--- src/rtl/plab2_proc_mem_arbiter_if.sv ---
// Valid/ready message channel with a one-bit security-domain sideband.
// The master drives msg/val/domain and the slave drives rdy.
interface plab2_proc_mem_arbiter_if #(
  parameter int unsigned p_nbits = 77
);
  logic [p_nbits-1:0] msg;
  logic               val;
  logic               rdy;
  logic               domain;

  modport master (output msg, output val, output domain, input rdy);
  modport slave  (input msg, input val, input domain, output rdy);
endinterface

--- src/rtl/plab2_proc_mem_arbiter.sv ---
// Two-port imem/dmem request arbiter feeding a single memory port through a registered slot.
// Responses are steered back by the port tag carried in opaque[7].
module plab2_proc_mem_arbiter #(
  parameter int unsigned p_max_outstanding = 4,
  parameter int unsigned p_req_nbits       = 77,
  parameter int unsigned p_resp_nbits      = 45
) (
  input  logic                             clk,
  input  logic                             reset,
  plab2_proc_mem_arbiter_if.slave          in0_req,
  plab2_proc_mem_arbiter_if.slave          in1_req,
  plab2_proc_mem_arbiter_if.master         out_req,
  plab2_proc_mem_arbiter_if.slave          mem_resp,
  plab2_proc_mem_arbiter_if.master         out0_resp,
  plab2_proc_mem_arbiter_if.master         out1_resp,
  output logic                             stray_resp
);

  // Bit position of opaque[7] in each message layout.
  localparam int unsigned c_req_tag  = p_req_nbits - 4;
  localparam int unsigned c_resp_tag = p_resp_nbits - 4;
  localparam logic [3:0]  c_max      = 4'(p_max_outstanding);

  logic [p_req_nbits-1:0]  r_slot_msg;
  logic                    r_slot_val;
  logic                    r_slot_dom;
  logic                    r_rr;
  logic [3:0]              r_cnt0;
  logic [3:0]              r_cnt1;
  logic                    r_stray;

  logic [p_req_nbits-1:0]  w_slot_msg_d;
  logic                    w_slot_val_d;
  logic                    w_slot_dom_d;
  logic                    w_rr_d;
  logic [3:0]              w_cnt0_d;
  logic [3:0]              w_cnt1_d;
  logic                    w_stray_d;

  logic                    w_slot_accept;
  logic                    w_elig0;
  logic                    w_elig1;
  logic                    w_gnt_val;
  logic                    w_gnt_id;
  logic [p_req_nbits-1:0]  w_gnt_msg;
  logic                    w_gnt_dom;

  logic                    w_dst;
  logic [p_resp_nbits-1:0] w_resp_msg;
  logic                    w_resp_fire;
  logic                    w_fire0;
  logic                    w_fire1;
  logic                    w_cnt_dst_zero;

  //--------------------------------------------------------------------------
  // Request arbitration
  //--------------------------------------------------------------------------

  assign w_slot_accept = !r_slot_val || out_req.rdy;
  assign w_elig0 = !reset && in0_req.val && (r_cnt0 < c_max) && w_slot_accept;
  assign w_elig1 = !reset && in1_req.val && (r_cnt1 < c_max) && w_slot_accept;

  always_comb begin
    w_gnt_val = 1'b0;
    w_gnt_id  = 1'b0;
    if (w_elig0 && w_elig1) begin
      w_gnt_val = 1'b1;
      w_gnt_id  = r_rr;
    end else if (w_elig0) begin
      w_gnt_val = 1'b1;
      w_gnt_id  = 1'b0;
    end else if (w_elig1) begin
      w_gnt_val = 1'b1;
      w_gnt_id  = 1'b1;
    end
  end

  assign in0_req.rdy = w_gnt_val && !w_gnt_id;
  assign in1_req.rdy = w_gnt_val && w_gnt_id;

  // The port id replaces opaque[7] so the response can find its way home.
  always_comb begin
    w_gnt_msg            = w_gnt_id ? in1_req.msg : in0_req.msg;
    w_gnt_msg[c_req_tag] = w_gnt_id;
    w_gnt_dom            = w_gnt_id ? in1_req.domain : in0_req.domain;
  end

  always_comb begin
    w_slot_msg_d = r_slot_msg;
    w_slot_val_d = r_slot_val;
    w_slot_dom_d = r_slot_dom;
    w_rr_d       = r_rr;
    if (r_slot_val && out_req.rdy) begin
      w_slot_val_d = 1'b0;
    end
    if (w_gnt_val) begin
      w_slot_msg_d = w_gnt_msg;
      w_slot_val_d = 1'b1;
      w_slot_dom_d = w_gnt_dom;
      w_rr_d       = !w_gnt_id;
    end
  end

  assign out_req.msg    = r_slot_msg;
  assign out_req.val    = r_slot_val;
  assign out_req.domain = r_slot_dom;

  //--------------------------------------------------------------------------
  // Response steering (purely combinational)
  //--------------------------------------------------------------------------

  assign w_dst = mem_resp.msg[c_resp_tag];

  always_comb begin
    w_resp_msg             = mem_resp.msg;
    w_resp_msg[c_resp_tag] = 1'b0;
  end

  assign out0_resp.msg    = w_resp_msg;
  assign out1_resp.msg    = w_resp_msg;
  assign out0_resp.val    = mem_resp.val && !w_dst;
  assign out1_resp.val    = mem_resp.val && w_dst;
  assign out0_resp.domain = mem_resp.domain;
  assign out1_resp.domain = mem_resp.domain;
  assign mem_resp.rdy     = !reset && (w_dst ? out1_resp.rdy : out0_resp.rdy);

  assign w_resp_fire    = mem_resp.val && mem_resp.rdy;
  assign w_fire0        = w_resp_fire && !w_dst;
  assign w_fire1        = w_resp_fire && w_dst;
  assign w_cnt_dst_zero = w_dst ? (r_cnt1 == 4'd0) : (r_cnt0 == 4'd0);

  //--------------------------------------------------------------------------
  // Outstanding counters
  //--------------------------------------------------------------------------

  // A grant and a completion on the same port cancel; a stray completion saturates at 0.
  function automatic logic [3:0] cnt_next(logic [3:0] cnt, logic inc, logic dec);
    logic [3:0] res;
    res = cnt;
    if (inc && !dec) begin
      res = cnt + 4'd1;
    end else if (dec && !inc && (cnt != 4'd0)) begin
      res = cnt - 4'd1;
    end
    return res;
  endfunction

  always_comb begin
    w_cnt0_d  = cnt_next(r_cnt0, in0_req.rdy, w_fire0);
    w_cnt1_d  = cnt_next(r_cnt1, in1_req.rdy, w_fire1);
    w_stray_d = w_resp_fire && w_cnt_dst_zero;
  end

  assign stray_resp = r_stray;

  //--------------------------------------------------------------------------
  // State
  //--------------------------------------------------------------------------

  always_ff @(posedge clk or posedge reset) begin
    if (reset) begin
      r_slot_msg <= '0;
      r_slot_val <= 1'b0;
      r_slot_dom <= 1'b0;
      r_rr       <= 1'b0;
      r_cnt0     <= 4'd0;
      r_cnt1     <= 4'd0;
      r_stray    <= 1'b0;
    end else begin
      r_slot_msg <= w_slot_msg_d;
      r_slot_val <= w_slot_val_d;
      r_slot_dom <= w_slot_dom_d;
      r_rr       <= w_rr_d;
      r_cnt0     <= w_cnt0_d;
      r_cnt1     <= w_cnt1_d;
      r_stray    <= w_stray_d;
    end
  end

  a_cnt_bound: assert property (@(posedge clk) (r_cnt0 <= c_max) && (r_cnt1 <= c_max));

endmodule

--- src/flat_wrapper.sv ---
// flat-port wrapper written by rule: the top's interface ports become plain ports
module plab2_proc_mem_arbiter_flat 
#(
  parameter int unsigned p_max_outstanding = 4,
  parameter int unsigned p_req_nbits       = 77,
  parameter int unsigned p_resp_nbits      = 45
)
  (clk, reset, stray_resp, in0_req_msg, in0_req_val, in0_req_domain, in0_req_rdy, in1_req_msg, in1_req_val, in1_req_domain, in1_req_rdy, out_req_msg, out_req_val, out_req_domain, out_req_rdy, mem_resp_msg, mem_resp_val, mem_resp_domain, mem_resp_rdy, out0_resp_msg, out0_resp_val, out0_resp_domain, out0_resp_rdy, out1_resp_msg, out1_resp_val, out1_resp_domain, out1_resp_rdy);
  plab2_proc_mem_arbiter_if #(.p_nbits(77)) in0_req_i ();
  plab2_proc_mem_arbiter_if #(.p_nbits(77)) in1_req_i ();
  plab2_proc_mem_arbiter_if #(.p_nbits(77)) out_req_i ();
  plab2_proc_mem_arbiter_if #(.p_nbits(45)) mem_resp_i ();
  plab2_proc_mem_arbiter_if #(.p_nbits(45)) out0_resp_i ();
  plab2_proc_mem_arbiter_if #(.p_nbits(45)) out1_resp_i ();
  input  logic clk;
  input  logic reset;
  output logic stray_resp;
  input wire logic [$bits(in0_req_i.msg)-1:0] in0_req_msg;
  input wire logic [$bits(in0_req_i.val)-1:0] in0_req_val;
  input wire logic [$bits(in0_req_i.domain)-1:0] in0_req_domain;
  output wire logic [$bits(in0_req_i.rdy)-1:0] in0_req_rdy;
  input wire logic [$bits(in1_req_i.msg)-1:0] in1_req_msg;
  input wire logic [$bits(in1_req_i.val)-1:0] in1_req_val;
  input wire logic [$bits(in1_req_i.domain)-1:0] in1_req_domain;
  output wire logic [$bits(in1_req_i.rdy)-1:0] in1_req_rdy;
  output wire logic [$bits(out_req_i.msg)-1:0] out_req_msg;
  output wire logic [$bits(out_req_i.val)-1:0] out_req_val;
  output wire logic [$bits(out_req_i.domain)-1:0] out_req_domain;
  input wire logic [$bits(out_req_i.rdy)-1:0] out_req_rdy;
  input wire logic [$bits(mem_resp_i.msg)-1:0] mem_resp_msg;
  input wire logic [$bits(mem_resp_i.val)-1:0] mem_resp_val;
  input wire logic [$bits(mem_resp_i.domain)-1:0] mem_resp_domain;
  output wire logic [$bits(mem_resp_i.rdy)-1:0] mem_resp_rdy;
  output wire logic [$bits(out0_resp_i.msg)-1:0] out0_resp_msg;
  output wire logic [$bits(out0_resp_i.val)-1:0] out0_resp_val;
  output wire logic [$bits(out0_resp_i.domain)-1:0] out0_resp_domain;
  input wire logic [$bits(out0_resp_i.rdy)-1:0] out0_resp_rdy;
  output wire logic [$bits(out1_resp_i.msg)-1:0] out1_resp_msg;
  output wire logic [$bits(out1_resp_i.val)-1:0] out1_resp_val;
  output wire logic [$bits(out1_resp_i.domain)-1:0] out1_resp_domain;
  input wire logic [$bits(out1_resp_i.rdy)-1:0] out1_resp_rdy;
  assign in0_req_i.msg = in0_req_msg;
  assign in0_req_i.val = in0_req_val;
  assign in0_req_i.domain = in0_req_domain;
  assign in0_req_rdy = in0_req_i.rdy;
  assign in1_req_i.msg = in1_req_msg;
  assign in1_req_i.val = in1_req_val;
  assign in1_req_i.domain = in1_req_domain;
  assign in1_req_rdy = in1_req_i.rdy;
  assign out_req_msg = out_req_i.msg;
  assign out_req_val = out_req_i.val;
  assign out_req_domain = out_req_i.domain;
  assign out_req_i.rdy = out_req_rdy;
  assign mem_resp_i.msg = mem_resp_msg;
  assign mem_resp_i.val = mem_resp_val;
  assign mem_resp_i.domain = mem_resp_domain;
  assign mem_resp_rdy = mem_resp_i.rdy;
  assign out0_resp_msg = out0_resp_i.msg;
  assign out0_resp_val = out0_resp_i.val;
  assign out0_resp_domain = out0_resp_i.domain;
  assign out0_resp_i.rdy = out0_resp_rdy;
  assign out1_resp_msg = out1_resp_i.msg;
  assign out1_resp_val = out1_resp_i.val;
  assign out1_resp_domain = out1_resp_i.domain;
  assign out1_resp_i.rdy = out1_resp_rdy;
  plab2_proc_mem_arbiter #(.p_max_outstanding(p_max_outstanding), .p_req_nbits(p_req_nbits), .p_resp_nbits(p_resp_nbits)) u_core (.clk(clk), .reset(reset), .in0_req(in0_req_i), .in1_req(in1_req_i), .out_req(out_req_i), .mem_resp(mem_resp_i), .out0_resp(out0_resp_i), .out1_resp(out1_resp_i), .stray_resp(stray_resp));
endmodule
--- config.mk ---
export PLATFORM = sky130hd
export DESIGN_NAME = plab2_proc_mem_arbiter_flat
export DESIGN_NICKNAME = d
export VERILOG_FILES = /design/src/rtl/plab2_proc_mem_arbiter_if.sv /design/src/rtl/plab2_proc_mem_arbiter.sv /design/src/flat_wrapper.sv
export SDC_FILE = /design/constraint.sdc
export NUM_CORES = 1
export LEC_CHECK = 0
export ABC_AREA = 1
export CAP_MARGIN = 20
export CORE_AREA = 5 5 149 151
export DETAILED_ROUTE_END_ITERATION = 10
export DIE_AREA = 0 0 154 156
export PLACE_DENSITY = 0.67
export SYNTH_ARGS = -nofsm -noshare
export SYNTH_HDL_FRONTEND = slang
export SYNTH_SLANG_ARGS = --single-unit
--- constraint.sdc ---
create_clock -name clk -period 7 [get_ports clk]
set_input_delay 0.7 -clock clk [delete_from_list [all_inputs] [get_ports clk]]
set_output_delay 0.7 -clock clk [all_outputs]
set_load 0.02 [all_outputs]
==> results of run 1 <==
stage by stage:
step,hold slack (ns),util,total power [mW]
global route,0.514,0.345,2.89
finish,0.490,0.345,2.69
detailed placement,0.482,0.330,2.21
CTS,0.499,0.345,2.74
global placement,0.464,0.330,2.19
floorplan,0.481,-,1.65
synth_stat cells, types with 2 or more instances:
cell / number / area, um^2
inv_2: 3 / 11.3
inv_1: 16 / 60.1
fa_1: 2 / 40.0
nor2_1: 7 / 26.3
dfrtp_1: 89 / 2230
buf_6: 6 / 67.6
ha_1: 4 / 50.1
clkbuf_1: 6 / 22.5
nand2_2: 3 / 18.8
nand3_1: 86 / 430
nand4_1: 2 / 12.5
o21ai_0: 5 / 25.0
buf_2: 10 / 50.1
buf_4: 94 / 706
xor2_1: 3 / 26.3
a21oi_1: 2 / 10.0
nand2_1: 257 / 965
cell usage in the layout (no fill, tap or decap), types with 3 or more instances in the layout:
| cell | instances |
|---|---|
| dfrtp_1 | 89 |
| nor2_1 | 7 |
| inv_2 | 3 |
| ha_1 | 4 |
| nand3_1 | 86 |
| inv_1 | 15 |
| nand2_2 | 3 |
| nand2_1 | 257 |
| clkbuf_16 | 9 |
| xor2_1 | 3 |
| o21ai_0 | 5 |
| clkdlybuf4s50_1 | 247 |
| buf_4 | 3 |
worst min path at each step:
stage                                  end              startpoint  slack, ns  cells past startpoint
global route        u_core.out_req.msg[43]  u_core.out_req.msg[43]       0.51                      2
global placement    u_core.out_req.msg[73]  u_core.out_req.msg[73]       0.46                      2
detailed placement  u_core.out_req.msg[12]  u_core.out_req.msg[12]       0.48                      2
CTS                 u_core.out_req.msg[25]  u_core.out_req.msg[25]       0.50                      2
finish              u_core.out_req.msg[73]  u_core.out_req.msg[73]       0.49                      2
floorplan                 u_core.r_cnt1[3]        u_core.r_cnt1[3]       0.48                      2
worst register-to-register path: cells and delay by family, from the launching register on:
| kind | cells | cell delay [ns] |
|---|---|---|
| compound gates | 2 | 0.33 |
| fa+ha+maj | 1 | 0.34 |
| buf+inv | 2 | 0.66 |
| flops | 1 | 0.38 |
| simple gates | 8 | 0.94 |
power by group:
group	switching, mW	internal, mW	leakage, nW	total (mW)
combinational	0.680	0.616	1.91	1.30
clock	0.220	0.288	0.153	0.508
sequential	0.140	0.748	1.12	0.888
flip-flops by register name, indices dropped and copies added, names as in the netlist:
| register | cells |
|---|---|
| u_core.r_rr | 1 |
| u_core.r_cnt1 | 4 |
| u_core.out_req.val | 1 |
| u_core.out_req.domain | 1 |
| u_core.stray_resp | 1 |
| u_core.r_cnt0 | 4 |
| u_core.out_req.msg | 77 |
kinds of logic after synthesis:
group / count (synthesis) / synth area share
flops: 89 / 0.462
compound gates: 10 / 0.0119
fa+ha+maj: 6 / 0.0187
simple gates: 360 / 0.308
xor+xnor: 4 / 0.00726
buf+inv: 136 / 0.191
other cells: 1 / 0.000777
area by class of cell:
type | count | area (um^2)
flip-flops and latches | 89 | 2230
fillers | 2176 | 13600
multi-input cells | 382 | 1680
repair buffers | 250 | 2490
clock inverters | 6 | 66.3
clock buffers | 10 | 239
inverters | 20 | 80.1
well taps | 275 | 344
metal layers:
metal / share of wire / vias to the layer above / wire [um]
met5: 0 / - / 0
li1: - / 2094 / -
met2: 0.47 / 201 / 7220
met4: 0.032 / 0 / 489
met1: 0.40 / 1957 / 6180
met3: 0.091 / 43 / 1400
==> metrics.md, run 1 <==
| Metric | Value |
|---|---|
| Status | `finished clean` |
| Post-synthesis sequential area ratio | `0.462` |
| Post-Syn Area | `0.00482 mm^2` |
| Max-Cap Viols | `0` |
| HP Class | `reg -> reg` |
| Worst R2R Path Depth | `13` |
| Detailed-router iteration count before antenna repair | `4` |
| Total negative slack | `0 ns` |
| Port Buf Inserts | `247` |
| Core Area | `0.0207 mm^2` |
| Share of cells above drive strength 1 | `0.0396` |
| Final Cell Area | `0.00713 mm^2` |
| DP Area | `0.00682 mm^2` |
| Synthesized instance count | `606` |
| Routed WL per cell | `14.8 um` |
| Post-route ant nets | `0` |
| Main flop type after synthesis | `dfrtp_1` |
| Syn Area/Cell | `7.96 um^2` |
| GR peak layer | `met2` |
| Crit Path Category | `in -> out` |
| Crit Path Max Fanout | `80` |
| Global-route wire length before repair | `23500 um` |
| Sink Count | `89` |
| CP max-delay cell | `clkdlybuf4s50_1` |
| Grt total ovfl | `0` |
| DRC errors left | `0` |
| # nets final | `968` |
| Final period utilization | `0.532` |
| N_diodes | `0` |
| Critical path depth | `8` |
| Setup Skew | `0.0104 ns` |
| Post-synth ARST share | `1.00` |
| Worst Path Arrival | `3.02 ns` |
| CP endpoint | `in1_req_rdy` |
| Reg2reg end | `u_core.r_cnt1[3]` |
| Drt initial violations | `223` |
| Met3 usage | `0.0408` |
| Delay-heaviest family, CP | `buffers and inverters` |
| Placer congestion estimate | `0.817` |
| Power per cell area | `378 mW/mm^2` |
| Slew @ Worst Pin | `0.900 ns` |
| M1 GR Usage | `0.141` |
| Worst setup path start | `out_req_rdy` |
| Period minus WS final | `3.72 ns` |
| Pre-CTS setup slack | `3.22 ns` |
| Post-route setup slack | `3.28 ns` |
| Via Count | `4295` |
| Yosys reg bits | `89` |
| Critical Path Most Common Cell | `clkdlybuf4s50_1` |
| TritonCTS clock tree | `done` |
| Vias in the first global route | `4381` |
| Critical-path cell list | `clkdlybuf4s50_1 -> inv_1 -> nand2_1 -> nand3_2 -> inv_2 -> nand2_2 -> inv_4 -> clkdlybuf4s50_1` |
| # IOs | `387` |
| Fmax | `0.269 GHz` |
| Non-filler instance count after layout | `1032` |
| Critical Path End Type | `primary output` |
| DIE WIDTH | `154 um` |
| Max_slew headroom | `0.400` |
| Placed Cells | `1016` |
| Post-DP HPWL | `11200 um` |
| Final Hold Viols | `0` |
| Initial Util | `0.233` |
| CP required | `6.30 ns` |
| Met2 GRT Util | `0.209` |
| Vert. Die Dim | `156 um` |
| Drt via density | `4.16` |
| Pin count of the biggest net entering global routing | `81` |
| Antenna violations before repair | `0` |
| H-tree depth | `3` |
| Worst-skew pair later-pin latency | `0.34 ns` |
| Synth Warn # | `0` |
| CP max stage delay | `0.75 ns` |
| R2R Path Start | `u_core.out_req.val` |
| Total Wirelength | `15300 um` |
| Hold_buf cts | `0` |
| Endpoints failing setup | `0` |
| Die area | `0.0240 mm^2` |
| WP buf/inv | `5` |
| Setup Buffers After CTS | `0` |
| Bufs on Longest Clock Path | `2` |
| Unique masters post-synth | `28` |
| Reg-to-reg setup timing slack | `4.25 ns` |
| RSZ-0062 raised after global routing | `false` |
| CTS Buf Count | `9` |
| VDD IR max | `0.113 mV` |
| Max-slew violations | `0` |
| Rows | `53` |
| Post_cts resized | `0` |
| Root buf cell | `clkbuf_16` |
| Post-synth EDFFs | `0` |
| Area Growth Syn to Fin | `47.8%` |
| Clk slew on worst S/H paths | `0.07 ns` |
| Crit start category | `input pin` |
| Gr usage total | `0.124` |
| Leakage power | `3.18 nW` |
Note: power is estimated with default switching activity, not from simulation.
==> inputs of run 2 (changes only) <==
--- a/config.mk
+++ b/config.mk
@@ -10,7 +10,7 @@
 export CORE_AREA = 5 5 149 151
 export DETAILED_ROUTE_END_ITERATION = 10
 export DIE_AREA = 0 0 154 156
-export PLACE_DENSITY = 0.67
+export PLACE_DENSITY = 0.69
 export SYNTH_ARGS = -nofsm -noshare
 export SYNTH_HDL_FRONTEND = slang
 export SYNTH_SLANG_ARGS = --single-unit
==> constraint.sdc (replaced) <==
create_clock -name clk -period 3.2 [get_ports clk]
set_input_delay 0.32 -clock clk [delete_from_list [all_inputs] [get_ports clk]]
set_output_delay 0.32 -clock clk [all_outputs]
set_load 0.02 [all_outputs]
==> run 2 against run 1 <==
Non-clock buffer count is 4 higher. Clock skew is 0.0012 ns higher. Flip-flop and latch count stayed put. Clock power is 130% higher. Highest routed layer unchanged.
==> metrics.md, run 2 (synthesis results as in run 1) <==
| Metric | Value |
|---|---|
| Min-Delay Endpoint | `u_core.out_req.msg[73] (unchanged)` |
| Sink Count | `89 (unchanged)` |
| Final Hold Viols | `0 (unchanged)` |
| Setup Skew | `0.0116 ns (was 0.0104 ns)` |
| Post-route ant nets | `0 (unchanged)` |
| Vias in the first global route | `4334 (was 4381)` |
| Fmax | `0.436 GHz` |
| # IOs | `387 (unchanged)` |
| Most frequent cells in the layout | `nand2_1, clkdlybuf4s50_1, dfrtp_1 (unchanged)` |
| Post_cts resized | `0 (unchanged)` |
| Pin count of the biggest net entering global routing | `78 (was 81)` |
| H-tree depth | `3 (unchanged)` |
| Max-Cap Viols | `0 (unchanged)` |
| Reg-to-reg setup timing slack | `1.04 ns (was 4.25 ns)` |
| Root buf cell | `clkbuf_16 (unchanged)` |
| VDD IR max | `0.297 mV (was 0.113 mV)` |
| Max FFs per register | `77 (unchanged)` |
| Global-route wire length before repair | `23100 um (was 23500 um)` |
| Logic pwr share | `0.480 (was 0.481)` |
| Crit start category | `input pin (unchanged)` |
| Reg2reg end | `u_core.r_cnt0[3] (was u_core.r_cnt1[3])` |
| Drt initial violations | `204 (was 223)` |
| Switching power | `2.28 mW (was 1.04 mW)` |
| Max_slew headroom | `0.570 (was 0.400)` |
| Total Wirelength | `14900 um (was 15300 um)` |
| Grt total ovfl | `0 (unchanged)` |
| Worst R2R Path Depth | `13 (unchanged)` |
| Rows | `53 (unchanged)` |
| CTS Buf Count | `9 (unchanged)` |
| R2R Path Start | `u_core.r_cnt0[2] (was u_core.out_req.val)` |
| Worst-skew pair later-pin latency | `0.34 ns (about the same)` |
| Vert. Die Dim | `156 um (unchanged)` |
| N_diodes | `0 (unchanged)` |
| HP Class | `reg -> reg (unchanged)` |
| Endpoints failing setup | `0 (unchanged)` |
| Bufs on Longest Clock Path | `2 (unchanged)` |
| Pint | `3.69 mW (was 1.65 mW)` |
| Switch share | `0.382 (was 0.386)` |
| DIE WIDTH | `154 um (unchanged)` |
| Hold Crit Depth | `2 (unchanged)` |
| Clk pwr share | `0.197 (was 0.189)` |
| RSZ-0062 raised after global routing | `false (unchanged)` |
| Placed Cells | `1020 (was 1016)` |
| TritonCTS clock tree | `done (unchanged)` |
| Post-DP HPWL | `11400 um (was 11200 um)` |
| Core Area | `0.0207 mm^2 (unchanged)` |
| Max-slew violations | `0 (unchanged)` |
| Setup Buffers After CTS | `0 (unchanged)` |
| Period minus WS final | `2.29 ns` |
| Critical Path End Type | `primary output (unchanged)` |
| Worst Path Arrival | `1.97 ns (was 3.02 ns)` |
| Antenna violations before repair | `0 (unchanged)` |
| Final period utilization | `0.717` |
| Most common cell after layout, fill and taps aside | `nand2_1 (unchanged)` |
| Crit Path Max Fanout | `4 (was 80)` |
| Total negative slack | `0 ns (unchanged)` |
| Via Count | `4312 (was 4295)` |
| CP required | `2.88 ns (was 6.30 ns)` |
| Clk slew on worst S/H paths | `0.07 ns (about the same)` |
| Initial Util | `0.233 (unchanged)` |
| Routed WL per cell | `14.4 um (was 14.8 um)` |
| Slew @ Worst Pin | `0.645 ns (was 0.900 ns)` |
| Status | `finished clean (unchanged)` |
| Crit Path Category | `in -> out (unchanged)` |
| Detailed-router iteration count before antenna repair | `4 (unchanged)` |
| Hold_buf cts | `0 (unchanged)` |
| Drt via density | `4.16 (about the same)` |
| Leakage power | `3.21 nW (was 3.18 nW)` |
| Placer congestion estimate | `0.821 (was 0.817)` |
| Non-filler instance count after layout | `1036 (was 1032)` |
| Area Growth Syn to Fin | `49.1% (was 47.8%)` |
| Gr usage total | `0.120 (was 0.124)` |
| Sequential power share | `0.323 (was 0.330)` |
| Port Buf Inserts | `247 (unchanged)` |
| DRC errors left | `0 (unchanged)` |
| # nets final | `972 (was 968)` |
| Die area | `0.0240 mm^2 (unchanged)` |
| Power per cell area | `830 mW/mm^2 (was 378 mW/mm^2)` |
| Share of cells above drive strength 1 | `0.0447 (was 0.0396)` |
| HP Start | `u_core.out_req.msg[73] (unchanged)` |
| Fillers | `2142 (was 2176)` |
-- run 2: layout make-up --
class | count | area, um^2 | share of cell area
clock inverters | 7 | 98.8 | 0.0137
repair buffers | 254 | 2540 | 0.353
well taps | 275 | 344 | 0.0479
clock buffers | 9 | 225 | 0.0313
inverters | 20 | 81.3 | 0.0113
multi-input cells | 382 | 1680 | 0.233
flip-flops and latches | 89 | 2230 | 0.310
-- run 2: stage by stage --
stage                util  cell area, um^2  power (mW)  setup slack (ns)  hold slack [ns]
CTS                 0.348             7190        6.08             0.891            0.485
floorplan               -             4830        3.60            0.0145            0.440
global placement    0.332             6870        4.80             0.630            0.464
detailed placement  0.332             6870        4.85             0.631            0.465
finish              0.348             7190        5.97             0.905            0.480
global route        0.348             7190        6.40             0.669            0.510
-- run 2: how the worst max path moves through the flow --
stage | startpoint | to | slack [ns] | cells after the start
2_1_floorplan | reset | u_core.r_cnt0[3] | 0.01 | 12
3_5_place_dp | reset | u_core.r_cnt0[3] | 0.63 | 14
5_1_grt | reset | u_core.r_cnt0[3] | 0.67 | 15
4_1_cts | reset | in1_req_rdy | 0.89 | 7
6_report | reset | in1_req_rdy | 0.91 | 7
3_3_place_gp | reset | u_core.r_cnt0[3] | 0.63 | 14
-- run 2: metal layers --
layer  up-vias  routed length (um)  track usage
met5         -                   0            0
met1      1957                5960        0.136
met4         0                 597       0.0601
met3        50                1560       0.0527
li1       2107                   -            -
met2       198                6810        0.195
-- run 2: critical path, cell delays in order --
cell and delay (ns):
clkdlybuf4s50_1 0.49, nor2_1 0.18, nand3_2 0.11, inv_2 0.08, nand2_2 0.09, inv_4 0.08, clkdlybuf4s50_1 0.62
-- run 2: power by group through the flow --
stage | clock, mW | combinational [mW] | sequential [mW]
3_3_place_gp | 0 | 2.86 | 1.93
3_5_place_dp | 0 | 2.90 | 1.95
6_report | 1.18 | 2.86 | 1.93
5_1_grt | 1.28 | 3.12 | 2.00
4_1_cts | 1.24 | 2.91 | 1.93
2_1_floorplan | 0 | 1.12 | 2.48
